===== config.mk =====
export PLATFORM = sky130hd
export DESIGN_NAME = tau_gemm_ctrl
export DESIGN_NICKNAME = d
export VERILOG_FILES = /design/src/rtl/tau_pkg.sv /design/src/rtl/tau_wait_timer.sv /design/src/rtl/tau_gemm_ctrl.sv
export SDC_FILE = /design/constraint.sdc
export NUM_CORES = 1
export LEC_CHECK = 0
export CAP_MARGIN = 10
export CORE_AREA = 4 4 301 303
export DETAILED_ROUTE_END_ITERATION = 6
export DIE_AREA = 0 0 305 307
export PLACE_DENSITY = 0.42
export SLEW_MARGIN = 40
export SYNTH_ARGS = -nofsm -noshare
export SYNTH_HDL_FRONTEND = slang
export SYNTH_HIERARCHICAL = 1
export SYNTH_SLANG_ARGS = --single-unit

===== constraint.sdc =====
create_clock -name clk_i -period 7.45 [get_ports clk_i]
set_clock_uncertainty 0.2 [all_clocks]
set_input_delay 1.49 -clock clk_i [delete_from_list [all_inputs] [get_ports clk_i]]
set_output_delay 1.49 -clock clk_i [all_outputs]
set_load 0.03 [all_outputs]

===== src/rtl/tau_pkg.sv =====
// Shared types and default sizes for the tau GEMM controller and its helpers.
package tau_pkg;

    // Sequencer states: wait for a slice, pulse the array, wait for results, signal completion.
    typedef enum logic [1:0] {
        IDLE = 2'd0,
        FIRE = 2'd1,
        WAIT = 2'd2,
        DONE = 2'd3
    } ctrl_state_t;

    localparam int DEF_DIM      = 16;
    localparam int DEF_BITWIDTH = 8;
    localparam int DEF_K_STEPS  = 16;
    localparam int DEF_TIMEOUT  = 1024;

endpackage


===== src/rtl/tau_wait_timer.sv =====
// Counts cycles spent waiting on the MAC array. The first counted cycle is
// flagged as blank (the array is still dropping its old valid), and the
// TIMEOUT-th counted cycle is flagged as expired.
module tau_wait_timer #(
    parameter int TIMEOUT = 1024
) (
    input  logic clk_i,
    input  logic rst_ni,
    input  logic clear_i,
    input  logic en_i,
    output logic blank_o,
    output logic expire_o
);

    localparam int CW = $clog2(TIMEOUT) + 1;

    logic [CW-1:0] cnt_q;
    logic [CW-1:0] cnt_d;

    // Clear wins over counting; the count parks at the expire value.
    always_comb begin
        cnt_d = cnt_q;
        if (clear_i) begin
            cnt_d = '0;
        end else if (en_i && !expire_o) begin
            cnt_d = cnt_q + 1'b1;
        end
    end

    // Cycle counter register.
    always_ff @(posedge clk_i or negedge rst_ni) begin
        if (!rst_ni) begin
            cnt_q <= '0;
        end else begin
            cnt_q <= cnt_d;
        end
    end

    assign blank_o  = (cnt_q == '0);
    assign expire_o = (cnt_q == CW'(TIMEOUT - 1));

endmodule


===== src/rtl/tau_gemm_ctrl.sv =====
// Sequencer for the DIM x DIM tau_mac array: takes one K-slice per handshake,
// holds it on the operand buses, pulses start, waits for every MAC to report
// valid, and pulses finished after K_STEPS slices.
//
// Handshake: a slice is transferred in a cycle where slice_valid_i and
// slice_ready_o are both high; slice_ready_o is only high in IDLE and is
// forced low while abort_i is asserted, so a transfer is never half-taken.
module tau_gemm_ctrl
    import tau_pkg::*;
#(
    parameter int DIM      = DEF_DIM,
    parameter int BITWIDTH = DEF_BITWIDTH,
    parameter int K_STEPS  = DEF_K_STEPS,
    parameter int TIMEOUT  = DEF_TIMEOUT,
    localparam int SW      = DIM * BITWIDTH,
    localparam int KW      = $clog2(K_STEPS) + 1
) (
    input  logic            clk_i,
    input  logic            reset_n_i,
    input  logic            slice_valid_i,
    output logic            slice_ready_o,
    input  logic [SW-1:0]   slice_a_i,
    input  logic [SW-1:0]   slice_b_i,
    input  logic            abort_i,
    input  logic [DIM*DIM-1:0] mac_valid_i,
    output logic [SW-1:0]   active_in0_o,
    output logic [SW-1:0]   active_in1_o,
    output logic            start_o,
    output logic            mac_clear_o,
    output logic [KW-1:0]   k_idx_o,
    output logic            busy_o,
    output logic            finished_o,
    output logic            timeout_err_o,
    output ctrl_state_t     dbg_state_o
);

    ctrl_state_t state_q, state_d;
    logic [KW-1:0] k_q, k_d;
    logic [SW-1:0] in0_q, in0_d;
    logic [SW-1:0] in1_q, in1_d;
    logic          to_q, to_d;
    logic          rdy_en_q;

    logic all_valid;
    logic accept;
    logic tmr_blank;
    logic tmr_expire;

    assign all_valid = &mac_valid_i;
    assign accept    = slice_valid_i && slice_ready_o;

    tau_wait_timer #(
        .TIMEOUT (TIMEOUT)
    ) u_timer (
        .clk_i    (clk_i),
        .rst_ni   (reset_n_i),
        .clear_i  (state_q == FIRE),
        .en_i     (state_q == WAIT),
        .blank_o  (tmr_blank),
        .expire_o (tmr_expire)
    );

    // Next-state, slice index, operand capture and sticky timeout; abort overrides all.
    always_comb begin
        state_d = state_q;
        k_d     = k_q;
        in0_d   = in0_q;
        in1_d   = in1_q;
        to_d    = to_q;
        case (state_q)
            IDLE: begin
                if (accept) begin
                    in0_d   = slice_a_i;
                    in1_d   = slice_b_i;
                    state_d = FIRE;
                    if (k_q == '0) begin
                        to_d = 1'b0;
                    end
                end
            end
            FIRE: begin
                state_d = WAIT;
            end
            WAIT: begin
                if (!tmr_blank && all_valid) begin
                    if (k_q == KW'(K_STEPS - 1)) begin
                        state_d = DONE;
                    end else begin
                        k_d     = k_q + 1'b1;
                        state_d = IDLE;
                    end
                end else if (tmr_expire) begin
                    to_d    = 1'b1;
                    k_d     = '0;
                    state_d = IDLE;
                end
            end
            DONE: begin
                k_d     = '0;
                state_d = IDLE;
            end
            default: begin
                state_d = IDLE;
            end
        endcase
        if (abort_i) begin
            state_d = IDLE;
            k_d     = '0;
            to_d    = to_q;
        end
    end

    // Controller state registers; rdy_en_q holds ready low until the first cycle after reset.
    always_ff @(posedge clk_i or negedge reset_n_i) begin
        if (!reset_n_i) begin
            state_q  <= IDLE;
            k_q      <= '0;
            in0_q    <= '0;
            in1_q    <= '0;
            to_q     <= 1'b0;
            rdy_en_q <= 1'b0;
        end else begin
            state_q  <= state_d;
            k_q      <= k_d;
            in0_q    <= in0_d;
            in1_q    <= in1_d;
            to_q     <= to_d;
            rdy_en_q <= 1'b1;
        end
    end

    assign slice_ready_o = (state_q == IDLE) && rdy_en_q && !abort_i;
    assign start_o       = (state_q == FIRE);
    assign mac_clear_o   = (state_q == FIRE) && (k_q == '0);
    assign finished_o    = (state_q == DONE);
    assign busy_o        = (k_q != '0) || (state_q != IDLE);
    assign k_idx_o       = k_q;
    assign active_in0_o  = in0_q;
    assign active_in1_o  = in1_q;
    assign timeout_err_o = to_q;
    assign dbg_state_o   = state_q;

endmodule


; ---- Word level (Yosys, flattened, before mapping)
; Index checks and enable logic that the tools add are counted.
[op_classes]
addsub = 2
n_eq_ne = 12
mux = 18
bitwise = 1
n_reduce_logical = 23
[ops]
columns = op, count
row1 = AND reduction 256 bit, 1
row2 = two-way mux 11 bit, 2
row3 = two-way mux 5 bit, 4
row4 = "adder 11 x 1 -> 11 bit, second input constant", 1
row5 = "equality test 11 x 10 -> 1 bit, second input constant", 1
row6 = logical NOT 11 bit, 1
row7 = two-way mux 2 bit, 5
row8 = case mux 5 bit (2 select lines), 1
row9 = "inequality test 4 bit, second input constant", 2
row10 = case mux 2 bit (4 select lines), 1
row11 = logical AND 1 bit, 6
row12 = "inequality test 2 bit, second input constant", 3
row13 = AND reduction 6 bit, 1
row14 = nonzero test 2 bit, 3
row15 = "adder 5 x 1 -> 5 bit, second input constant", 1
row16 = "equality test 5 x 4 -> 1 bit, second input constant", 1
row17 = logical NOT 5 bit, 1
row18 = nonzero test 5 bit, 1
row19 = "equality test 2 bit, second input constant", 2
row20 = two-way mux 1 bit, 4
row21 = AND reduction 2 bit, 2
row22 = logical NOT 1 bit, 3
row23 = "inequality test 3 bit, second input constant", 1
row24 = AND reduction 3 bit, 1
row25 = 7 further kinds, 7
[totals]
register_bits = 276
inputBits = 516
output_inout_bits = 269
wordCells = 63

; ---- Logic depth before layout (Yosys ltp)
[logic_depth]
ltp_word = 7
mapped_depth = 10
mapped_depth_nobuf = 10

; ---- Modules after synthesis
; The synthesis kept the hierarchy.
[modules_own_cells]
columns = module, n_inst, cells_each, area_each_um2, seq_area_each_um2
row1 = tau_gemm_ctrl, 1, 1309, 11135.7, 6631.4
row2 = tau_wait_timer, 1, 64, 694.4, 275.3

; ---- Worst setup path before layout
; OpenSTA, ideal clock, no wires.
[synth_timing]
kind = input to output
startpoint = in abort_i
endpoint = out slice_ready_o
t_arrival_ps = 1932
slack_ps = 3828
stages = 2
path_buffers = 0
cell_sequence = inv_1 -> and3_1
[synth_between]
elab_chain_len = 2
[synth_rtl]
columns = element, line
row1 = start: declaration, tau_gemm_ctrl.sv:24  ; input logic abort_i,
row2 = logical NOT 1 bit, tau_gemm_ctrl.sv:132  ; assign slice_ready_o = (state_q == IDLE) && rdy_en_q && !abort_i;
row3 = logical AND 1 bit, tau_gemm_ctrl.sv:132
row4 = end: declaration, tau_gemm_ctrl.sv:21  ; output logic slice_ready_o,
; No other way between the ends.

; ---- Final worst setup path
; Same ends and word-level chain as after synthesis.

==> flow_metrics.tcl <==
set metrics [dict create \
    first_global_vias 13500 \
    ys_types 54 \
    p_seq_frac 0.349 \
    numCtsBuffers 39 \
    placedCellCount 3272 \
    synth_warnings 6 \
    peakVddDrop_mv 0.161 \
    rows 109 \
    cp_slowest_cell "clkdlybuf4s50_1" \
    vias 12800 \
    synthArstFlopShare 1.00 \
    vias_per_cell 3.82 \
    r2r_slack_ps 4130 \
    relSlewSlack 0.470 \
    layout-drive-gt1-share 0.0450 \
    synth.avg_cell_area_um2 8.62 \
    p_total_w 0.00546 \
    pin_count 785 \
    cellPowerDensity_mw_per_mm2 244 \
    period_share 0.710 \
    htree_num_levels 2 \
    end_kind "output pin" \
    p_switching_w 0.00186 \
    worstPathRequired_ps 5760 \
    hold_viol 0 \
    areaGrowthSynthToFinish_pct 89.0 \
    crit_path_max_incr_delay_ps 820 \
    hold_end "active_in1_o[5]$_DFFE_PN0P_" \
    netlist_area_mm2 0.0118 \
    postCtsSetupBuffers 0 \
    fin_setup_tns_ps 0 \
    report.final.slew_viol_count 0 \
    whs_path_depth 2 \
    synth_cells 1373 \
    status "finished, final reports clean" \
    fp.dieW_um 305 \
    synth_seq_cells 276 \
    path_max_fanout 6 \
    p_comb_frac 0.326 \
    nets 2670 \
    io_buffers 784 \
    syn_nets 1894 \
    fin_ws_ps 2160 \
    clock_sinks 276 \
    hpwl_um 52200 \
    yosysTopAreaCellShare 0.584 \
    synth_top_cell_by_area "dfrtp_1" \
    clk_pin_slew_ps 60 \
    worst_slew_pin_slew_ps 795 \
    rsz0062_at_grt "no" \
    drv_cap 0 \
    clockBufferDepth 3 \
    coreArea_mm2 0.0880 \
    synthTopCellsByArea "dfrtp_1, nand2_1, nand4_1, clkbuf_1, nor4_1" \
    gp_congestion 0.884 \
    hold_class "reg -> reg" \
    synth_edf_count 0 \
    postRouteAntennaNets 0 \
    whs_ps 268 \
    gr-usage-all-layers 0.132 \
    arrival_ps 3600 \
    p_clk_frac 0.324 \
    start_util 0.134 \
    antenna_found_initial 14 \
    crit_type "in -> out" \
    leakage_nw 9.73 \
    cts_hold_buf 0 \
    fp.dieH_um 307 \
    place_ws_ps 2190 \
    grt_pass1_wl_um 93400 \
    cp-start-kind "input port" \
    worstPathCellList "clkdlybuf4s50_1 > inv_1 > and3_1 > clkdlybuf4s50_1" \
    clk-insertion-delay-late_ps 530 \
    synth_flop_cell "dfrtp_1" \
    ctsResizeCount 0 \
    wl_per_cell_um 19.4 \
    ff2ff_path_depth 10 \
    cts-root-buf "clkbuf_16" \
    routed_wl_um 65100 \
    dr.pass1.iters 5 \
    p_int_w 0.00361 \
    fillers 9487 \
    seq_area_frac_synth 0.584 \
    max_freq_mhz 189 \
    final_cells 3359 \
    switching_share 0.340 \
    cts_tree "done" \
    cpMostUsedCell "clkdlybuf4s50_1" \
    r2r-start "u_timer/cnt_q[0]$_DFFE_PN0P_" \
    min_period_ps 5290 \
    drtIter0Drc 817 \
    gr-total-overflow 0 \
    route.detailed.drc 0 \
    grt_max_degree 142 \
    setup_viol 0 \
    die_area_mm2 0.0936 \
    r2r_end "k_idx_o[2]$_DFFE_PN0P_" \
    holdCritStartpoint "active_in1_o[5]$_DFFE_PN0P_" \
]
[power by group through the flow]
| stage | logic [W] | clock network [W] | registers [W] |
|---|---|---|---|
| 2_1_floorplan | 0.000257 | 0 | 0.00244 |
| 3_3_place_gp | 0.00181 | 0 | 0.00192 |
| 3_5_place_dp | 0.00181 | 0 | 0.00193 |
| 4_1_cts | 0.00181 | 0.00186 | 0.00191 |
| 5_1_grt | 0.00190 | 0.00192 | 0.00194 |
| 6_report | 0.00178 | 0.00177 | 0.00191 |
[cell usage in the layout, fill, tap and decap left out, drive strengths merged, types with 3 or more instances in the layout]
| master | synthesis | final |
|---|---|---|
| clkinv | 0 | 12 |
| nand3 | 8 | 8 |
| ha | 5 | 5 |
| and2 | 3 | 3 |
| and4 | 4 | 4 |
| o21ai | 3 | 3 |
| clkbuf | 50 | 52 |
| xnor2 | 3 | 3 |
| nor4 | 31 | 31 |
| buf | 8 | 10 |
| and3 | 3 | 3 |
| dfrtp | 276 | 276 |
| nand2 | 775 | 775 |
| nor3 | 8 | 8 |
| clkinvlp | 0 | 3 |
| a41oi | 3 | 3 |
| nor2 | 22 | 22 |
| mux2i | 4 | 4 |
| diode | 0 | 16 |
| inv | 9 | 11 |
| clkdlybuf4s50 | 0 | 783 |
| nand4 | 125 | 125 |
| mux2 | 3 | 3 |
[worst max-delay path by stage]
stage                  from       endpoint  slack, ps  depth (start not counted)
floorplan           abort_i  slice_ready_o       3830                          2
global placement    abort_i  slice_ready_o       2270                          4
detailed placement  abort_i  slice_ready_o       2190                          4
CTS                 abort_i  slice_ready_o       2190                          4
global route        abort_i  slice_ready_o       2100                          4
finish              abort_i  slice_ready_o       2160                          4
[state kept, by name, indices dropped and copies added, names as in the netlist]
name and cells:
active_in0_o 128, active_in1_o 128, u_timer/cnt_q 11, k_idx_o 5, dbg_state_o 2, rdy_en_q 1
timeout_err_o 1
[metrics by stage]
step                       util  instance area, µm²
final                     0.254               22400
after CTS                 0.253               22300
after global routing      0.254               22400
after floorplan               -               11800
after global placement    0.239               21000
after detailed placement  0.240               21100
[synth_stat cells, drive strengths merged (4+ instances only)]
cell type and number:
and4 4, buf 8, clkbuf 50, dfrtp 276, ha 5, inv 9
mux2i 4, nand2 775, nand3 8, nand4 125, nor2 22, nor3 8
nor4 31
[area by class of cell]
type / count / area [µm²] / share of cell area
timing repair buffer: 793 / 8010 / 0.358
sequential: 276 / 6910 / 0.309
multi-input combinational: 1030 / 4690 / 0.210
tap: 1165 / 1460 / 0.0652
clock buffer: 52 / 1080 / 0.0485
clock inverter: 18 / 140 / 0.00627
antenna: 16 / 40.0 / 0.00179
inverter: 9 / 33.8 / 0.00151
[critical path, delay by kind of cell]
| family | cells | cell delay, ps |
|---|---|---|
| buffers and inverters | 3 | 1530 |
| and+or+nand+nor | 1 | 570 |
[logic make-up (layout without fill, tap and decap cells)]
kind of cell,after synthesis,after routing,share of synthesized area
flops,276,276,0.584
simple gates,993,993,0.363
buf+inv,67,872,0.0214
mux,7,7,0.00719
xor+xnor,4,4,0.00296
other cells,1,17,0.000317
compound gates,20,20,0.0157
fa+ha+maj,5,5,0.00529
[metal layers]
metal	global-route usage	share of wire	vias up
met5	0.00607	0.0017	-
met4	0.0460	0.029	6
met3	0.0429	0.075	103
met2	0.220	0.48	480
met1	0.160	0.41	6140
li1	-	-	6104
Note: power is estimated with default switching activity, not from simulation.
